File: config.mk
export PLATFORM = sky130hd
export DESIGN_NAME = uart_tx_words
export DESIGN_NICKNAME = d
export VERILOG_FILES = /design/src/rtl/uart_tx_words.sv
export SDC_FILE = /design/constraint.sdc
export NUM_CORES = 1
export LEC_CHECK = 0
export ABC_CLOCK_PERIOD_IN_PS = 3000
export CORE_UTILIZATION = 57
export CTS_BUF_LIST = sky130_fd_sc_hd__clkbuf_4 sky130_fd_sc_hd__clkbuf_8 sky130_fd_sc_hd__clkbuf_16
export CTS_CLUSTER_SIZE = 14
export DETAILED_ROUTE_END_ITERATION = 7
export GPL_TIMING_DRIVEN = 0
export HOLD_SLACK_MARGIN = 0.06
export PLACE_DENSITY_LB_ADDON = 0.05
export SYNTH_ARGS = -nofsm -noshare
export SYNTH_HDL_FRONTEND = slang
export SYNTH_SLANG_ARGS = --single-unit
File: constraint.sdc
create_clock -name clockIN -period 3 [get_ports clockIN]
set_clock_uncertainty 0.15 [all_clocks]
set_input_delay 0.9 -clock clockIN [delete_from_list [all_inputs] [get_ports clockIN]]
set_output_delay 0.9 -clock clockIN [all_outputs]
set_load 0.05 [all_outputs]
File: src/rtl/uart_tx_words.sv
`default_nettype none
// +--------------------------------------------------------------------------+
// | uart_tx_words: FIFO-buffered UART transmitter for multi-byte words,      |
// | LSB byte first, optional parity, 1 or 2 stop bits, baud clock-enable.    |
// | Revision: 1.0                                                            |
// +--------------------------------------------------------------------------+
module uart_tx_words #(
  parameter int CLOCK_FREQUENCY = 25_000_000,
  parameter int BAUD_RATE       = 9600,
  parameter int BYTES           = 4,
  parameter int FIFO_DEPTH      = 4,
  parameter int PARITY          = 0,
  parameter int STOP_BITS       = 1
) (
  input  logic                          clockIN,
  input  logic                          txResetIN,
  input  logic [8*BYTES-1:0]            txDataIN,
  input  logic                          txLoadIN,
  output logic                          txFullOUT,
  output logic [$clog2(FIFO_DEPTH):0]   txLevelOUT,
  output logic                          txIdleOUT,
  output logic                          txDoneOUT,
  output logic                          txOUT
);

  localparam int c_BAUD_DIV = CLOCK_FREQUENCY / BAUD_RATE;
  localparam int c_CNT_W    = $clog2(c_BAUD_DIV);
  localparam int c_PTR_W    = $clog2(FIFO_DEPTH);
  localparam int c_LVL_W    = c_PTR_W + 1;
  localparam int c_BYTE_W   = (BYTES > 1) ? $clog2(BYTES) : 1;

  localparam logic [c_CNT_W-1:0]  c_BAUD_RELOAD = c_CNT_W'(c_BAUD_DIV - 1);
  localparam logic [c_CNT_W-1:0]  c_CNT_ONE     = c_CNT_W'(1);
  localparam logic [c_LVL_W-1:0]  c_FIFO_FULL   = c_LVL_W'(FIFO_DEPTH);
  localparam logic [c_LVL_W-1:0]  c_LVL_ONE     = c_LVL_W'(1);
  localparam logic [c_PTR_W-1:0]  c_PTR_ONE     = c_PTR_W'(1);
  localparam logic [c_BYTE_W-1:0] c_LAST_BYTE   = c_BYTE_W'(BYTES - 1);
  localparam logic [c_BYTE_W-1:0] c_BYTE_ONE    = c_BYTE_W'(1);
  localparam logic                c_LAST_STOP   = 1'(STOP_BITS - 1);

  typedef enum logic [2:0] {
    ST_IDLE   = 3'd0,
    ST_START  = 3'd1,
    ST_DATA   = 3'd2,
    ST_PARITY = 3'd3,
    ST_STOP   = 3'd4
  } state_t;

  // Word FIFO
  logic [8*BYTES-1:0] r_fifoMem [FIFO_DEPTH];
  logic [c_PTR_W-1:0] r_wrPtr;
  logic [c_PTR_W-1:0] r_rdPtr;
  logic [c_LVL_W-1:0] r_level;

  // Transmit engine
  state_t             r_state;
  logic [c_CNT_W-1:0] r_baudCnt;
  logic [8*BYTES-1:0] r_shift;
  logic [c_BYTE_W-1:0] r_byteIdx;
  logic [2:0]         r_bitIdx;
  logic               r_stopIdx;
  logic               r_txOut;
  logic               r_done;

  logic               w_fifoValid;
  logic               w_push;
  logic               w_pop;
  logic               w_bitEnd;
  logic               w_lastStop;
  logic               w_lastByte;
  logic [7:0]         w_curByte;
  logic [2:0]         w_nextBit;
  logic               w_parityBit;
  logic [8*BYTES-1:0] w_fifoHead;

  assign w_fifoValid = (r_level != '0);
  assign w_push      = txLoadIN && (r_level != c_FIFO_FULL);
  assign w_bitEnd    = (r_baudCnt == '0);
  assign w_lastStop  = (r_stopIdx == c_LAST_STOP);
  assign w_lastByte  = (r_byteIdx == c_LAST_BYTE);
  assign w_curByte   = r_shift[7:0];
  assign w_nextBit   = r_bitIdx + 3'd1;
  assign w_parityBit = (PARITY == 1) ? ~^w_curByte : ^w_curByte;
  assign w_fifoHead  = r_fifoMem[r_rdPtr];

  // A pop happens from IDLE, or at the very end of a word so the next word starts without a gap
  assign w_pop = w_fifoValid &&
                 ((r_state == ST_IDLE) ||
                  ((r_state == ST_STOP) && w_bitEnd && w_lastStop && w_lastByte));

  always_ff @(posedge clockIN) begin
    if (w_push) begin
      r_fifoMem[r_wrPtr] <= txDataIN;
    end
  end

  always_ff @(posedge clockIN or posedge txResetIN) begin
    if (txResetIN) begin
      r_wrPtr <= '0;
      r_rdPtr <= '0;
      r_level <= '0;
    end else begin
      if (w_push) begin
        r_wrPtr <= r_wrPtr + c_PTR_ONE;
      end
      if (w_pop) begin
        r_rdPtr <= r_rdPtr + c_PTR_ONE;
      end
      case ({w_push, w_pop})
        2'b10:   r_level <= r_level + c_LVL_ONE;
        2'b01:   r_level <= r_level - c_LVL_ONE;
        default: r_level <= r_level;
      endcase
    end
  end

  always_ff @(posedge clockIN or posedge txResetIN) begin
    if (txResetIN) begin
      r_state   <= ST_IDLE;
      r_baudCnt <= c_BAUD_RELOAD;
      r_shift   <= '0;
      r_byteIdx <= '0;
      r_bitIdx  <= '0;
      r_stopIdx <= 1'b0;
      r_txOut   <= 1'b1;
      r_done    <= 1'b0;
    end else begin
      r_done <= 1'b0;
      // Held at reload in IDLE; reloaded on every bit boundary so START entry always sees a full bit
      if ((r_state != ST_IDLE) && !w_bitEnd) begin
        r_baudCnt <= r_baudCnt - c_CNT_ONE;
      end else begin
        r_baudCnt <= c_BAUD_RELOAD;
      end

      case (r_state)
        ST_IDLE: begin
          r_txOut <= 1'b1;
          if (w_fifoValid) begin
            r_shift   <= w_fifoHead;
            r_byteIdx <= '0;
            r_state   <= ST_START;
            r_txOut   <= 1'b0;
          end
        end

        ST_START: begin
          if (w_bitEnd) begin
            r_bitIdx <= 3'd0;
            r_state  <= ST_DATA;
            r_txOut  <= w_curByte[0];
          end
        end

        ST_DATA: begin
          if (w_bitEnd) begin
            if (r_bitIdx == 3'd7) begin
              if (PARITY != 0) begin
                r_state <= ST_PARITY;
                r_txOut <= w_parityBit;
              end else begin
                r_stopIdx <= 1'b0;
                r_state   <= ST_STOP;
                r_txOut   <= 1'b1;
              end
            end else begin
              r_bitIdx <= w_nextBit;
              r_txOut  <= w_curByte[w_nextBit];
            end
          end
        end

        ST_PARITY: begin
          if (w_bitEnd) begin
            r_stopIdx <= 1'b0;
            r_state   <= ST_STOP;
            r_txOut   <= 1'b1;
          end
        end

        ST_STOP: begin
          if (w_bitEnd) begin
            if (!w_lastStop) begin
              r_stopIdx <= r_stopIdx + 1'b1;
              r_txOut   <= 1'b1;
            end else if (!w_lastByte) begin
              r_byteIdx <= r_byteIdx + c_BYTE_ONE;
              r_shift   <= r_shift >> 8;
              r_state   <= ST_START;
              r_txOut   <= 1'b0;
            end else begin
              r_done <= 1'b1;
              if (w_fifoValid) begin
                r_shift   <= w_fifoHead;
                r_byteIdx <= '0;
                r_state   <= ST_START;
                r_txOut   <= 1'b0;
              end else begin
                r_state <= ST_IDLE;
                r_txOut <= 1'b1;
              end
            end
          end
        end

        default: begin
          r_state <= ST_IDLE;
          r_txOut <= 1'b1;
        end
      endcase
    end
  end

  assign txOUT      = r_txOut;
  assign txDoneOUT  = r_done;
  assign txLevelOUT = r_level;
  assign txFullOUT  = (r_level == c_FIFO_FULL);
  assign txIdleOUT  = (r_state == ST_IDLE) && !w_fifoValid;

endmodule
`default_nettype wire

Word-level counts from Yosys, hierarchy flattened. Memories as Yosys holds them, arrays and structs flattened. Cells that the tools add are included.

Bits in registers: 62. Bits in latches: 0. RAM bits: 128. Memory bits (read-only): 0. Input bits: 35. Output and inout bits: 7. Memories: 1.

Add/sub/neg operators: 8. $mul: 0. Divide/modulo/power cells: 0. $lt $le $gt $ge: 1. Equal/unequal tests: 18. Shifts and indexed selects: 0. Multiplexer cells: 49. Bitwise logic cells: 1. Reductions and logical operators: 23.

Memories: r_fifoMem (depth 4, bits a word 32, rd ports 1, clocked after Yosys merged registers in 0, write ports 1, line 50) `logic [8*BYTES-1:0] r_fifoMem [FIFO_DEPTH];`.

Operator list (count): $mux W32 (4); $pmux W32 S2 (1); $mux W3 (10); $mux W1 (22); $ne A2 B2 Y1 const B (8); $pmux W3 S5 (1); $logic_not A12 Y1 (1); $mux W12 (1); $pmux W3 S2 (2); $sub A12 B1 Y12 const B (1); $eq A3 B3 Y1 const B (3); $reduce_bool A3 Y1 (3); $mux W2 (4); $reduce_and A4 Y1 (2); $logic_and A1 B1 Y1 (7); $reduce_and A7 Y1 (1); $add A2 B1 Y2 const B (3); $add A3 B1 Y3 const B (2); $eq A3 B2 Y1 const B (2); $reduce_bool A2 Y1 (3); $pmux W1 S5 (1); $reduce_and A5 Y1 (1); $eq A2 B2 Y1 const B (2); $lt A3 B4 Y1 const B (1); other kinds (13) (14).

Longest topological paths before layout.
Depth after elaboration: 8. Depth in mapped cells: 12. Depth with buffers taken out: 11.

Worst setup path before layout. No wires, ideal clock.

Path type: register -> output. From: register r_level[2], in the netlist txLevelOUT[2]. To: output port txIdleOUT. Arrival: 2.091 ns. Data required time: 1.950 ns. Setup slack: -0.141 ns. Cell stages (with the launch flop): 3. Buffers on the path: 0. Path through: dfrtp_1 > or3_1 > nor3_1.

Longest elaborated chain between the ends: 3.

Ends and longest elaborated chain: from (decl) (line 53) `logic [c_LVL_W-1:0] r_level;`; from (signal assigned) (line 110) `2'b10: r_level <= r_level + c_LVL_ONE;`; from (signal assigned) (line 111) `2'b01: r_level <= r_level - c_LVL_ONE;`; from (signal assigned) (line 112) `default: r_level <= r_level;`; $reduce_bool A3 Y1 (line 76) `assign w_fifoValid = (r_level != '0);`; $logic_not A1 Y1 (line 218) `assign txIdleOUT = (r_state == ST_IDLE) && !w_fifoValid;`; $logic_and A1 B1 Y1 (line 218); to (decl) (line 21) `output logic txIdleOUT,`.

Every way passes these cells.

Worst setup path after layout.
From: register r_state[1]. To: output port txIdleOUT.

Longest elaborated chain between the ends: 2.

Ends and longest elaborated chain: from (decl) (line 56) `state_t r_state;`; from (signal assigned) (line 119) `r_state <= ST_IDLE;`; from (signal assigned) (line 142) `r_state <= ST_START;`; from (signal assigned) (line 150) `r_state <= ST_DATA;`; $logic_not A3 Y1 (line 218); $logic_and A1 B1 Y1 (line 218).

Every way passes these cells.

==> out/qor.yml <==
place_hpwl_um: 9140
hold_violations: 0
fin_crit_sh_pct: 94.6
portBuffers: 41
core_um2: 13200
worstSetupPathType: "flip-flop to primary output"
finalWorstSetupSlack_ns: 0.162
viasPerCell: 5.78
clock-sinks: 189
synth-async-reset-ratio_pct: 32.3
vdd_drop_max_v: 0.000478
area_growth_pct: 17.4
cp_slowest_cell: "or2_2"
syn_area_um2: 7680
ant_nets: 0
max_stage_delay_ns: 0.38
seq_area_frac_synth_pct: 70.0
p_per_area_nw_per_um2: 912
num_io_pins: 42
fin_hold_ws_ns: 0.315
crit_chain: "clkbuf_1, or2_2, nor3_2, buf_2"
die_area_um2: 13900
dieHeight_um: 118
root_buffer: "clkbuf_16"
nets: 541
clock_latency_ns: 0.43
maxCapViolCount: 0
min_path_type: "flip-flop to flip-flop"
clock_tree.buffer_depth: 2
cts_tree: "built"
path_clk_slew_ns: 0.07
final_cell_area_um2: 9020
drc: 0
syn_inst: 427
crit_path_start_kind: "flip-flop"
syn_avg_cell_area_um2: 18.0
path_max_fanout: 9
die_x_um: 118
grt_antenna_before_repair: 0
mostFrequentLayoutCells: "edfxtp_1, dfrtp_1, clkdlybuf4s50_1, mux4_2, or3_1"
worst_pin_slew_ns: 0.632
route.vias.total: 3952
grt_overflow: 0
start_util_pct: 58.3
crit_arrival_ns: 1.79
drt_wl_total_um: 13800
synth_flop_cell: "edfxtp_1"
synth_nets: 473
end_kind: "primary output"
grt_max_degree: 45
finalMaxSlewViolations: 0
grtUsageTotal_pct: 21.7
postPlaceCellArea_um2: 8420
synth_seq_cells: 189
period_minus_slack_ns: 2.84
drive_gt1_share_pct: 26.0
setup_violations: 0
h-tree-depth: 4
maxSlewHeadroom_pct: 57.8
leakage_nw: 3.17
drt_first_pass_iters: 4
grt_pass1_wl_um: 22200
cts_buffers: 17
wl_per_cell_um: 20.1
rsz0062_at_grt: "false"
status: "finished clean"
pre_cts_slack_ns: 0.00309
synth_edf_count: 128
row_count: 42
ys_warn_count: 0
yosysUniqueCellTypes: 52
drt_iter0_drc: 243
layout_commonest_cell: "edfxtp_1"
grt_pass1_vias: 4202
n_antenna_cell: 0
max_freq_mhz: 352
place_congestion: 0.772
required_ns: 1.95
## critical path, delay by kind of cell (launching register included)
| kind | cells | cell delay, ns |
|---|---|---|
| buffers and inverters | 2 | 0.48 |
| flip-flops | 1 | 0.36 |
| AND/OR/NAND/NOR | 2 | 0.52 |
## metal layers
layer	track usage [%]	vias to the layer above	part of all wire, %
li1	-	1824	-
met1	27.5	2050	43
met2	36.7	65	53
met3	4.55	13	2.9
met4	8.57	0	1.3
met5	0	-	0
## synthesized netlist by cell type (9+ instances only)
master | n | area [um^2]
ha_1 | 10 | 125
o221a_1 | 9 | 101
dfrtp_1 | 54 | 1350
nand2_1 | 12 | 45.0
edfxtp_1 | 128 | 3840
inv_1 | 14 | 52.6
or3_1 | 27 | 169
mux4_2 | 33 | 743
xnor2_1 | 11 | 96.3
o221a_2 | 15 | 169
nor2_1 | 10 | 37.5
a22o_1 | 11 | 96.3
## stage by stage
stage	std cells	setup TNS (ns)	total power [W]	utilization, %
final	684	0	0.00822	68.4
after global routing	684	0	0.00861	68.4
after CTS	682	0	0.00830	68.3
after detailed placement	649	0	0.00618	63.9
after global placement	644	-137.67	0.00604	63.1
after floorplan	427	0	0.00542	-
## sequential cells by signal, indices dropped and copies added (netlist names)
signal,flops
txDoneOUT,1
r_fifoMem,128
r_byteIdx,2
r_shift,32
r_state,3
txOUT,1
r_rdPtr,2
txLevelOUT,3
r_bitIdx,3
r_baudCnt,12
r_wrPtr,2
## final timing paths
| kind | slack, ns | from | end | cells after the start |
|---|---|---|---|---|
| min in group asynchronous | 0.64 | txResetIN | txLevelOUT[1] | 2 |
| max reg2reg | 0.19 | r_baudCnt[0] | txLevelOUT[2] | 13 |
| min reg2reg | 0.31 | r_baudCnt[0] | r_baudCnt[0] | 1 |
| max | 0.16 | r_state[1] | txIdleOUT | 4 |
| min | 0.31 | r_baudCnt[0] | r_baudCnt[0] | 1 |
| max in group asynchronous | 1.47 | txResetIN | r_baudCnt[5] | 3 |
## power by group
group / switching, W / internal, W / total [W]
registers: 0.000354 / 0.00353 / 0.00388
clock network: 0.00100 / 0.00113 / 0.00213
logic: 0.00111 / 0.00110 / 0.00221
total: 0.00247 / 0.00575 / 0.00822
## cell type report
type                            instances  area (um^2)
Buffer                                 21          125
Clock buffer                           19          447
Clock inverter                         13          126
Fill cell                             880         4170
Inverter                               14         52.6
Multi-Input combinational cell        203         2140
Sequential cell                       189         5380
Tap cell                              176          220
Timing Repair Buffer                   49          527
## cells by family (layout without fill, tap and decap cells)
family / Yosys count / after routing / synth area share (%)
flip-flops: 189 / 189 / 70.0
buffers and inverters: 35 / 116 / 2.30
AND/OR/NAND/NOR: 83 / 83 / 6.79
XOR/XNOR: 16 / 16 / 1.82
multiplexers: 39 / 39 / 10.5
adder cells (fa/ha/maj): 11 / 11 / 1.89
AO/OA/AOI/OAI: 54 / 54 / 6.73
## what timing repair did
item / 4_1_cts / 5_1_grt
resized for setup: 4 / 5
buffers inserted: 1 / 2
pin swaps: 0 / 2
hold buffers: 0 / 0
endpoints found under the setup margin: 3 / 2
No activity file was read; power rests on OpenSTA's default activity.
